$ cat src/rtl/calc_pkg.sv
// Shared definitions for the keypad front end and the downstream calculator.
//   - keycode constants: 5-bit codes; MSB=1 marks a hex digit in bits [3:0],
//     MSB=0 marks a function key, 5'h00 means "no key".
//   - scan_state_e: state encoding of the keypad scanner FSM.
package calc_pkg;

  localparam logic [4:0] NOKEY  = 5'h00;
  localparam logic [4:0] SQR    = 5'h01;
  localparam logic [4:0] CHSIGN = 5'h02;
  localparam logic [4:0] EQUALS = 5'h03;
  localparam logic [4:0] CA     = 5'h04;
  localparam logic [4:0] MULT   = 5'h09;
  localparam logic [4:0] MINUS  = 5'h0A;
  localparam logic [4:0] PLUS   = 5'h0B;
  localparam logic [4:0] CE     = 5'h0C;

  typedef enum logic [2:0] {
    SCAN     = 3'd0,
    DEBOUNCE = 3'd1,
    EMIT     = 3'd2,
    HELD     = 3'd3,
    RELEASE  = 3'd4
  } scan_state_e;

endpackage

$ cat src/rtl/sync2.sv
// Two-flop synchroniser for asynchronous level inputs.
//   clk     : destination clock
//   rst_n   : asynchronous active-low reset, loads RST_VAL into both flops
//   d [W]   : asynchronous input
//   q [W]   : synchronised output, two clocks of latency
module sync2 #(
  parameter int           W       = 1,
  parameter logic [W-1:0] RST_VAL = '0
) (
  input  logic         clk,
  input  logic         rst_n,
  input  logic [W-1:0] d,
  output logic [W-1:0] q
);

  logic [W-1:0] meta_q;

  always_ff @(posedge clk or negedge rst_n) begin
    if (!rst_n) begin
      meta_q <= RST_VAL;
      q      <= RST_VAL;
    end else begin
      meta_q <= d;
      q      <= meta_q;
    end
  end

endmodule

$ cat src/rtl/keypad_scanner.sv
// 4x6 matrix keypad scanner with debounce and single-key rollover.
//   clk       : system clock (5 MHz), rising edge
//   rst_n     : asynchronous active-low reset
//   row_n[4]  : row lines, active-low, asynchronous
//   col_n[6]  : column drives, active-low, exactly one low
//   keycode[5]: code of the current key, 5'h00 when no key
//   newkey    : one-clock pulse per debounced press
// Handshake: newkey is a fire-and-forget strobe with no ready; keycode is
// stable one clock before newkey rises and stays stable until the key has
// been released and the release has been debounced.
// The FSM state is visible as state_q for observation.
module keypad_scanner
  import calc_pkg::*;
#(
  parameter int SCAN_DIV  = 16,
  parameter int DB_CYCLES = 25000
) (
  input  logic       clk,
  input  logic       rst_n,
  input  logic [3:0] row_n,
  output logic [5:0] col_n,
  output logic [4:0] keycode,
  output logic       newkey
);

  localparam int DW_W = (SCAN_DIV > 1) ? $clog2(SCAN_DIV) : 1;
  localparam int DB_W = (DB_CYCLES > 1) ? $clog2(DB_CYCLES) : 1;
  localparam logic [DW_W-1:0] DWELL_LAST = DW_W'(SCAN_DIV - 1);
  localparam logic [DB_W-1:0] DB_LAST    = DB_W'(DB_CYCLES - 1);

  scan_state_e     state_q, state_d;
  logic [2:0]      col_q, col_d;
  logic [DW_W-1:0] dwell_q, dwell_d;
  logic [DB_W-1:0] db_q, db_d;
  logic [1:0]      row_q, row_d;
  logic [4:0]      keycode_q, keycode_d;
  logic            newkey_q;

  logic [3:0] rows_s;
  logic [3:0] rows_low;
  logic       single_low;
  logic [1:0] row_enc;
  logic       only_latched;
  logic       latched_high;
  logic [2:0] col_next;

  sync2 #(.W(4), .RST_VAL(4'hF)) u_row_sync (
    .clk   (clk),
    .rst_n (rst_n),
    .d     (row_n),
    .q     (rows_s)
  );

  // Digits 0-F sit in columns 0-3 at row*4+col, which is simply {row, col[1:0]}.
  function automatic logic [4:0] key_map(input logic [1:0] row, input logic [2:0] col);
    logic [4:0] code;
    code = NOKEY;
    if (col < 3'd4) begin
      code = {1'b1, row, col[1:0]};
    end else if (col == 3'd4) begin
      case (row)
        2'd0:    code = PLUS;
        2'd1:    code = MINUS;
        2'd2:    code = MULT;
        default: code = EQUALS;
      endcase
    end else begin
      case (row)
        2'd0:    code = SQR;
        2'd1:    code = CHSIGN;
        2'd2:    code = CE;
        default: code = CA;
      endcase
    end
    return code;
  endfunction

  assign rows_low     = ~rows_s;
  // Exactly one bit set: non-zero and clearing the lowest set bit leaves zero.
  assign single_low   = (rows_low != 4'd0) && ((rows_low & (rows_low - 4'd1)) == 4'd0);
  assign only_latched = (rows_s == ~(4'b0001 << row_q));
  assign latched_high = rows_s[row_q];
  assign col_next     = (col_q == 3'd5) ? 3'd0 : col_q + 3'd1;

  always_comb begin
    row_enc = 2'd3;
    case (rows_low)
      4'b0001: row_enc = 2'd0;
      4'b0010: row_enc = 2'd1;
      4'b0100: row_enc = 2'd2;
      default: row_enc = 2'd3;
    endcase
  end

  always_comb begin
    state_d   = state_q;
    col_d     = col_q;
    dwell_d   = dwell_q;
    db_d      = db_q;
    row_d     = row_q;
    keycode_d = keycode_q;
    case (state_q)
      SCAN: begin
        if (dwell_q == DWELL_LAST) begin
          dwell_d = '0;
          if (single_low) begin
            // Column stays frozen on the candidate key while it debounces.
            row_d   = row_enc;
            db_d    = '0;
            state_d = DEBOUNCE;
          end else begin
            // No key, or several rows low (possible ghost): keep scanning.
            col_d = col_next;
          end
        end else begin
          dwell_d = dwell_q + DW_W'(1);
        end
      end
      DEBOUNCE: begin
        if (!only_latched) begin
          state_d = SCAN;
          col_d   = col_next;
          dwell_d = '0;
        end else if (db_q == DB_LAST) begin
          keycode_d = key_map(row_q, col_q);
          state_d   = EMIT;
        end else begin
          db_d = db_q + DB_W'(1);
        end
      end
      EMIT: begin
        state_d = HELD;
      end
      HELD: begin
        // Only the latched row matters here, so other keys are ignored.
        if (latched_high) begin
          db_d    = '0;
          state_d = RELEASE;
        end
      end
      RELEASE: begin
        if (!latched_high) begin
          state_d = HELD;
        end else if (db_q == DB_LAST) begin
          keycode_d = NOKEY;
          state_d   = SCAN;
          col_d     = col_next;
          dwell_d   = '0;
        end else begin
          db_d = db_q + DB_W'(1);
        end
      end
      default: begin
        state_d = SCAN;
      end
    endcase
  end

  always_ff @(posedge clk or negedge rst_n) begin
    if (!rst_n) begin
      state_q   <= SCAN;
      col_q     <= 3'd0;
      dwell_q   <= '0;
      db_q      <= '0;
      row_q     <= 2'd0;
      keycode_q <= NOKEY;
      newkey_q  <= 1'b0;
    end else begin
      state_q   <= state_d;
      col_q     <= col_d;
      dwell_q   <= dwell_d;
      db_q      <= db_d;
      row_q     <= row_d;
      keycode_q <= keycode_d;
      // Registered strobe: keycode is loaded on entry to EMIT, the pulse
      // follows one clock later, so keycode leads newkey by a cycle.
      newkey_q  <= (state_q == EMIT);
    end
  end

  assign col_n   = ~(6'b000001 << col_q);
  assign keycode = keycode_q;
  assign newkey  = newkey_q;

endmodule

$ cat config.mk
export PLATFORM = sky130hd
export DESIGN_NAME = keypad_scanner
export DESIGN_NICKNAME = d
export VERILOG_FILES = /design/src/rtl/calc_pkg.sv /design/src/rtl/sync2.sv /design/src/rtl/keypad_scanner.sv
export SDC_FILE = /design/constraint.sdc
export NUM_CORES = 1
export LEC_CHECK = 0
export ABC_AREA = 1
export BUFFER_PORTS_ARGS = -buffer_cell sky130_fd_sc_hd__buf_4
export CORE_ASPECT_RATIO = 0.9
export CORE_MARGIN = 5
export CORE_UTILIZATION = 37
export CTS_CLUSTER_DIAMETER = 120
export CTS_CLUSTER_SIZE = 40
export DETAILED_ROUTE_END_ITERATION = 7
export HOLD_SLACK_MARGIN = 0.05
export SLEW_MARGIN = 40
export SYNTH_ARGS = -nofsm -noshare
export SYNTH_HDL_FRONTEND = slang
export SYNTH_SLANG_ARGS = --single-unit
$ cat constraint.sdc
create_clock -name clk -period 2.4 [get_ports clk]
set_input_delay 0 -clock clk [delete_from_list [all_inputs] [get_ports clk]]
set_output_delay 0 -clock clk [all_outputs]
set_load 0.01 [all_outputs]
# [Word level (Yosys, flattened, before mapping)]
# Cells that the tools add are included.
# Widths: inputs -> output; s select.
[classes] addsub=4 magnitude_cmp=2 eq_ne=25 shifts=2 muxes=39 bitwise_logic=4 n_reduce_logical=14
[op_table] operator="$mux 15" count=6
[op_table] operator="$pmux 15 s4" count=1
[op_table] operator="$mux 3" count=13
[op_table] operator="$pmux 4 s3" count=3
[op_table] operator="$mux 5" count=6
[op_table] operator="$ne 2x2->1 const B" count=9
[op_table] operator="$mux 4" count=4
[op_table] operator="$add 15x1->15 const B" count=1
[op_table] operator="$eq 15x15->1 const B" count=1
[op_table] operator="$pmux 3 s5" count=1
[op_table] operator="$reduce_and 6->1" count=2
[op_table] operator="$pmux 5 s2" count=1
[op_table] operator="$reduce_and 5->1" count=2
[op_table] operator="$eq 3x3->1 const B" count=3
[op_table] operator="$pmux 3 s3" count=1
[op_table] operator="$not 4->4" count=2
[op_table] operator="$reduce_bool 4->1" count=2
[op_table] operator="$eq 3x2->1 const B" count=2
[op_table] operator="$ne 3x3->1 const B" count=2
[op_table] operator="$not 6->6" count=1
[op_table] operator="$pmux 2 s3" count=1
[op_table] operator="$shl 1x3->6 const A" count=1
[op_table] operator="$add 4x1->4 const B" count=1
[op_table] operator="$and 4x4->4" count=1
[op_table] operator="other kinds (23)" count=23
[word_totals] register_bits=41 wordCells=99

# [Depth between registers and ports, before layout]
# Gate-level depths: netlist of the first run.
[logic_depth] ltp_word=8 mapped_depth=13

# [By module]
# From an unflattened synthesis of the first run, not the netlist that was laid out.
[unflattened] cells_unflattened=372 hier_area_um2=2561.2
[modules_own_cells] module="keypad_scanner" n_inst=1 cells_each=364 area_each_um2=2351.0
[modules_own_cells] module="sync2" n_inst=1 cells_each=8 area_each_um2=210.2

# [Worst setup path before layout of the first run]
# Ideal clock, no wire load.
[synth_path] path_kind="register to register" from="register u_row_sync.q[0]" to="register db_q[5]" t_arrival_ns=1.475 required_time_ns=2.283 setup_slack_ns=0.808 stages_incl_launch_ff=11 path_buffers=1 path_cell_list="dfstp_2 inv_1 o21ai_2 nand2_2 nand3_2 nand2_2 nor2_4 nand3_4 buf_6 nand2_1 nand2_1"
[synth_via] elab_chain_len=7 elab_cells_between_ends=14
[synth_rtl] item="from (decl)" line_no="sync2.sv:13" source="output logic [W-1:0] q"
[synth_rtl] item="from (signal assigned)" line_no="sync2.sv:24" source="q <= meta_q;"
[synth_rtl] item="$not 4->4" line_no="keypad_scanner.sv:78" source="assign rows_low = ~rows_s;"
[synth_rtl] item="$sub 4x1->4" line_no="keypad_scanner.sv:80" source="assign single_low = (rows_low != 4'd0) && ((rows_low & (rows_low - 4'd1)) == 4'd0);"
[synth_rtl] item="$and 4x4->4" line_no="keypad_scanner.sv:80"
[synth_rtl] item="$logic_not 4->1" line_no="keypad_scanner.sv:80"
[synth_rtl] item="$logic_and 1x1->1" line_no="keypad_scanner.sv:80"
[synth_rtl] item="$ne 2x2->1 (no source line)"
[synth_rtl] item="$reduce_and 6->1 (no source line) (*)"
[synth_rtl] item="to (signal assigned)" line_no="keypad_scanner.sv:164" source="db_q <= '0;"
[synth_rtl] item="to (signal assigned)" line_no="keypad_scanner.sv:172" source="db_q <= db_d;"
[synth_rtl] item="to (decl)" line_no="keypad_scanner.sv:34" source="logic [DB_W-1:0] db_q, db_d;"
# Mark *: on every way between the ends. The rest lies on a longest branch, timed or not. The select of a mux whose other input is x is not followed.
# A chain may end at the register's enable or synchronous reset.

# [Final worst setup path of the first run]
[layout_path] from="register row_q[0]" to="register db_q[1]"
[layout_via] elab_chain_len=5 elab_cells_between_ends=9
[layout_rtl] item="from (decl)" line_no="keypad_scanner.sv:35" source="logic [1:0] row_q, row_d;"
[layout_rtl] item="from (signal assigned)" line_no="keypad_scanner.sv:173" source="row_q <= row_d;"
[layout_rtl] item="$shl 1x2->4" line_no="keypad_scanner.sv:81" source="assign only_latched = (rows_s == ~(4'b0001 << row_q));"
[layout_rtl] item="$not 4->4" line_no="keypad_scanner.sv:81"
[layout_rtl] item="$eq 4x4->1" line_no="keypad_scanner.sv:81"
[layout_rtl] item="$ne 2x2->1 (no source line)"
[layout_rtl] item="$reduce_and 6->1 (no source line) (*)"
# Marks and branches as above.

==> results_dict.tcl, run 1 <==
set metrics [dict create \
    nets 403 \
    clock_latency_ns 0.30 \
    worstPathRequired_ns 2.63 \
    synthSimpleGateAreaFrac_pct 41.5 \
    gr-usage-met3_pct 2.57 \
    cellPowerDensity_nw_per_um2 846 \
    synth_compound_area_share_pct 7.80 \
    syn-cell-area_sq_um 2570 \
    chipHeight_microns 89.0 \
    hpwl_mm 4.07 \
    pin_count 18 \
    ant_nets 0 \
    ir_drop_mv 0.340 \
    drc_errors 0 \
    final.period_utilization_pct 80.4 \
    hold_path.class "in -> async" \
    rr_worst_depth 11 \
    dr_total_vias 2324 \
    ys_seq_area_share_pct 40.4 \
    crit_fanout 15 \
    worstSetupPathType "reg -> reg" \
    synth_warnings 0 \
    synth_ff_type "dfrtp_1" \
    final_cell_mix "nand2_1, nand3_1, nor2_1" \
    dpl-instance-area_sq_um 2760 \
    worst_pin_slew_ns 0.530 \
    synth_top_family_by_area "simple AND/OR/NAND/NOR gates" \
    synth_edf_count 0 \
    relSlewSlack_pct 64.7 \
    cp_slowest_cell "dfrtp_1" \
    crit_cells 11 \
    use_met2_pct 22.1 \
    grt.met1_usage_pct 20.4 \
    ys_ff_latch 41 \
    status "completed" \
    cts_htree_levels 2 \
    synth_cells 370 \
    finalHoldViolCount 0 \
    clk_pin_slew_ns 0.08 \
    period_needed_ns 1.93 \
    synth_mux_area_share_pct 0 \
    antennaDiodeCount 0 \
    design_area_sq_um 2940 \
    wl_mm 5.56 \
    grt_max_degree 42 \
    cts_setup_buffers 0 \
    antenna_found_initial 0 \
    first_iter_violations 152 \
    syn_to_final_growth_pct 14.7 \
    grt_usage_pct 14.2 \
    timing.setup.tns_ns 0 \
    grt_pass1_wl_mm 10.2 \
    startpoint_type "flip-flop" \
    cts_buffer_depth 2 \
    wl_per_cell_microns 11.5 \
    setup_viol 0 \
    grt_overflow 0 \
    core_sq_um 6660 \
    setup.worst_path.end_class "flip-flop" \
    final_cells 485 \
    path_buf_inv 1 \
    cts_resized 0 \
    postSynth.asyncResetShare_pct 100 \
    synth_nets 379 \
    layout_commonest_cell "nand2_1" \
    avgSynthCellArea_sq_um 6.94 \
    cts_made_buffers 5 \
    initial_core_util_pct 38.6 \
    n_fill_cell 690 \
    yosysUniqueCellTypes 30 \
    root_buffer "clkbuf_8" \
    grt_pass1_vias 2164 \
    cp_top_family "simple AND/OR/NAND/NOR gates" \
    drive_gt1_share_pct 15.2 \
    leakagePower_nw 1.49 \
    path_common_cell "nand2_1" \
    cts_tree "yes" \
    dpl.cell_count 472 \
    maxSlewViolCount 0 \
    io_buffers 17 \
    fmax_mhz 518 \
    path_cells "inv_1, nand2_1, nand2_1, nand2_1, nor2_2, nand2_2, nand2_1, nand2_1, nor2_4, nand3_1, nand2_1" \
    dr.pass1.iters 4 \
    slowest_delay_ns 0.53 \
    dieArea_sq_um 8700 \
    critical_path_arrival_ns 2.16 \
    cts_sinks 41 \
    place_congestion 0.880 \
    die_w_microns 97.8 \
    grt_setup_unrepaired "no" \
    final.setup_skew_ns 0.00971 \
    via_per_inst 4.79 \
    top_usage_layer "met2" \
    synth_xor_area_share_pct 0.683 \
    drv_cap 0 \
    whs_ns 0.228 \
    row_count 28 \
    synth_fa_ha_area_share_pct 1.46 \
]
cell type report:
type	instances	area, sq um	area share, %
Sequential cell	41	1040	35.2
Inverter	40	155	5.27
Clock inverter	3	65.1	2.21
Timing Repair Buffer	23	185	6.29
Clock buffer	5	68.8	2.34
Multi-Input combinational cell	283	1320	44.9
Tap cell	90	113	3.82
flip-flops by register name (all words and copies together) (netlist names):
register	flops
state_q	3
u_row_sync.meta_q	4
newkey	1
u_row_sync.q	4
row_q	2
dwell_q	4
db_q	15
keycode	5
col_q	3
cells in the mapped netlist (2+ instances only):
cell,n,share of area (%)
buf_6,3,1.3
nand2_2,8,2.0
a21oi_1,11,2.1
nor2_2,4,0.97
xor2_1,2,0.68
nand3_1,42,8.2
inv_2,5,0.73
nor2_4,2,0.88
o21ai_1,2,0.39
dfstp_2,8,8.2
o211ai_1,2,0.58
dfrtp_1,33,32
buf_4,2,0.58
o21ai_0,14,2.7
inv_1,34,5.0
nand4_1,3,0.73
nand3b_1,3,0.88
nor2_1,41,6.0
nand3_2,2,0.78
nor3_1,6,1.2
ha_1,3,1.5
nand2_1,132,19
report_power, final:
part	internal, mW	switching, mW
clock network	0.413	0.251
logic	0.315	0.616
registers	0.783	0.112
total	1.51	0.980
per-stage QoR:
step / utilization [%] / power, mW / worst slack [ns]
after floorplan: - / 1.61 / 0.808
after CTS: 44.2 / 2.52 / 0.475
after global routing: 44.2 / 2.70 / 0.254
after detailed placement: 41.5 / 1.84 / 0.494
after global placement: 41.5 / 1.84 / 0.506
final: 44.2 / 2.49 / 0.470
path summary, 6_finish.rpt:
check | slack (ns) | endpoint | from
max | 0.47 | db_q[1] | row_q[0]
min | 0.23 | row_q[1] | rst_n
max reg2reg | 0.47 | db_q[1] | row_q[0]
min reg2reg | 0.36 | u_row_sync.q[0] | u_row_sync.meta_q[0]
max in group asynchronous | 1.80 | db_q[10] | rst_n
min in group clk | 0.35 | u_row_sync.meta_q[0] | row_n[0]
what timing repair did:
item | in CTS | in global routing
hold buffers | 5 | 0
endpoints found under the setup margin | 0 | 0
hold endpoints to repair | 45 | 0
cells by family (layout without fill, tap and decap cells):
family / count (synthesis) / after routing
AO/OA/AOI/OAI: 34 / 34
flip-flops: 41 / 41
buffers and inverters: 46 / 71
adder cells (fa/ha/maj): 3 / 3
XOR/XNOR: 2 / 2
AND/OR/NAND/NOR: 244 / 244
routing by layer:
| layer | vias to the layer above | routed length, microns |
|---|---|---|
| met2 | 45 | 2380 |
| met1 | 1047 | 2910 |
| met4 | 0 | 49 |
| met5 | - | 0 |
| li1 | 1228 | - |
| met3 | 4 | 220 |
Power figures use the tool's default switching activity.
==> inputs of run 2 (changes only) <==
ABC_AREA = 0   (was 1)
clock period = 1.8 ns   (was 2.4 ns; I/O delays follow)
==> run 2 against run 1 <==
Net effect:
- the flow now finishes with violations (setup timing)
- sequential cell count stayed put
- fmax decreased by 12%
- utilization rose by 10 points
- first-iteration DRC count down 54%
- sequential share of layout area fell by 4.0 points
- global-route usage grew 0.43 points
- register-to-register slack worse by 0.87 ns
- worst hold slack worse by 0.0037 ns
- routed wire length up 0.72%
- clock skew fell by 0.0035 ns
- critical endpoint unchanged
==> results_dict.tcl, run 2 <==
set metrics [dict create \
    final_util_pct 54.3 \
    drv_cap 0 \
    n_fill_cell 548 \
    via_per_inst 5.15 \
    critical_path_arrival_ns 2.38 \
    synth.largest_area_cell "dfrtp_1" \
    rr_startpoint "db_q[9]" \
    ir_drop_mv 0.500 \
    hpwl_mm 3.85 \
    final_cell_mix "buf_4, dfrtp_1, nand2_1" \
    relSlewSlack_pct 65.6 \
    postSynth.asyncResetShare_pct 100 \
    setup.worst_path.end_class "flip-flop" \
    drive_gt1_share_pct 41.4 \
    pin_count 18 \
    cts_htree_levels 2 \
    core_sq_um 6110 \
    worstSetupPathType "reg -> reg" \
    synth_cells 241 \
    wl_per_cell_microns 13.6 \
    antennaDiodeCount 0 \
    clock_latency_ns 0.30 \
    crit_fanout 7 \
    row_count 27 \
    drc_errors 0 \
    initial_core_util_pct 37.9 \
    cts_made_buffers 5 \
    ys_ff_latch 41 \
    dr_total_vias 2115 \
    dpl.cell_count 388 \
    timing.setup.tns_ns -9.82 \
    synth_ff_type "dfrtp_1" \
    first_iter_violations 70 \
    place_congestion 0.835 \
    regArea_sq_um 1040 \
    chipHeight_microns 85.1 \
    violations "setup timing" \
    clk_pin_slew_ns 0.09 \
    wl_mm 5.60 \
    antenna_found_initial 0 \
    dpl-instance-area_sq_um 2940 \
    grt_setup_unrepaired "yes" \
    setup_viol 29 \
    syn-cell-area_sq_um 2320 \
    dr.pass1.iters 4 \
    ys_seq_area_share_pct 44.7 \
    synth_edf_count 0 \
    hold_path.class "in -> async" \
    synth_nets 250 \
    final.setup_skew_ns 0.00619 \
    largest_register_ff_count 15 \
    grt_usage_pct 14.6 \
    final_cells 411 \
    multi_input_area_sq_um 1320 \
    cts_buffer_depth 2 \
    grt_pass1_wl_mm 9.34 \
    period_needed_ns 2.20 \
    cellPowerDensity_nw_per_um2 1010 \
    yosysMostFrequentCell "dfrtp_1" \
    setup_ws_ns -0.398 \
    leakagePower_nw 1.47 \
    nets 332 \
    final.period_utilization_pct 122 \
    maxSlewViolCount 0 \
    yosysUniqueCellTypes 60 \
    layout_commonest_cell "buf_4" \
    startpoint_type "flip-flop" \
    fmax_mhz 455 \
    cts_sinks 41 \
    synth_top_area_share_pct 35.6 \
    io_buffers 17 \
    worst_pin_slew_ns 0.516 \
    grt_max_degree 42 \
    design_area_sq_um 3320 \
    syn_to_final_growth_pct 43.3 \
    avgSynthCellArea_sq_um 9.62 \
    critPathLaunch "db_q[9]" \
    grt_overflow 0 \
    grt_pass1_vias 1974 \
    whs_ns 0.225 \
    root_buffer "clkbuf_8" \
    cts_tree "yes" \
    synthTopCellsByCount "dfrtp_1, nand2_1, o21ai_0" \
    top_register "db_q" \
    worstPathRequired_ns 1.99 \
    status "finished, violations left" \
    yosys-top-cells-area "dfrtp_1, dfstp_2, o21ai_0, mux2_2, o22a_1" \
    synth_warnings 0 \
    finalHoldViolCount 0 \
    ant_nets 0 \
    die_w_microns 93.4 \
    dieArea_sq_um 7950 \
]
[run 2: changes by cell type in the layout (fill, tap and decap cells not counted), moves of 6 or more]
| cell | change |
|---|---|
| buf_4 | +58 |
| inv_1 | -24 |
| nand2_1 | -114 |
| nand2_2 | -6 |
| nand3_1 | -29 |
| nor2_1 | -24 |
| nor2b_1 | +7 |
| o22a_1 | +9 |
[run 2: where the power goes]
part / switching (mW) / internal [mW]
sequential: 0.163 / 1.06
combinational: 0.724 / 0.755
clock: 0.363 / 0.283
[run 2: per-stage QoR]
step	worst slack, ns	power (mW)
6_report	-0.398	3.35
5_1_grt	-0.485	3.59
3_3_place_gp	-0.363	2.51
3_5_place_dp	-0.418	2.55
4_1_cts	-0.408	3.25
2_1_floorplan	-0.431	1.98
[run 2: cell type report]
class / count / share of cell area, %
multi-input combinational: 177 / 39.6
timing repair buffer: 88 / 22.0
inverter: 10 / 1.13
clock inverter: 3 / 0.753
clock buffer: 5 / 2.07
tap: 87 / 3.28
sequential: 41 / 31.2
[run 2: per-layer routing]
metal / vias to the layer above / share of wire (%) / global-route usage [%]
li1: 1070 / - / -
met1: 1015 / 49 / 19.8
met2: 28 / 48 / 23.4
met3: 2 / 2.4 / 2.13
met4: 0 / 0.84 / 5.59
met5: - / 0 / 0
[run 2: path summary, 6_finish.rpt]
check                      slack [ns]                   end  depth (start not counted)
setup / recovery                -0.40               db_q[1]                          8
hold / removal                   0.22              row_q[0]                          2
setup reg to reg                -0.40               db_q[1]                          8
hold reg to reg                  0.36       u_row_sync.q[1]                          0
max in group asynchronous        1.21       u_row_sync.q[1]                          2
min in group clk                 0.34  u_row_sync.meta_q[3]                          2
[run 2: cell families (layout without fill, tap and decap cells)]
group | count (synthesis) | count (layout) | synth area share, %
AOI/OAI and AO/OA | 71 | 71 | 21.9
xor gates and xnor gates | 3 | 3 | 1.13
adders and majority gates | 3 | 3 | 1.62
buffers and inverters | 23 | 106 | 4.21
DFF | 41 | 41 | 44.7
muxes | 9 | 9 | 4.80
and+or+nand+nor | 91 | 91 | 21.6
[run 2: critical path, stage by stage (launching register included)]
cell       delay, ns
dfrtp_1         0.38
or4_4           0.54
nor4_4          0.27
buf_6           0.17
a21oi_4         0.04
o311ai_4        0.28
or2_4           0.21
clkbuf_16       0.14
o31ai_1         0.06
[run 2: timing repair]
action / in CTS / in global routing
gates resized for setup: 14 / 19
hold buffers: 5 / 0
pin swaps: 2 / 8
gates cloned: 0 / 1
setup buffers: 3 / 6
setup endpoints to repair: 31 / 32
endpoints found under the hold margin: 45 / 0
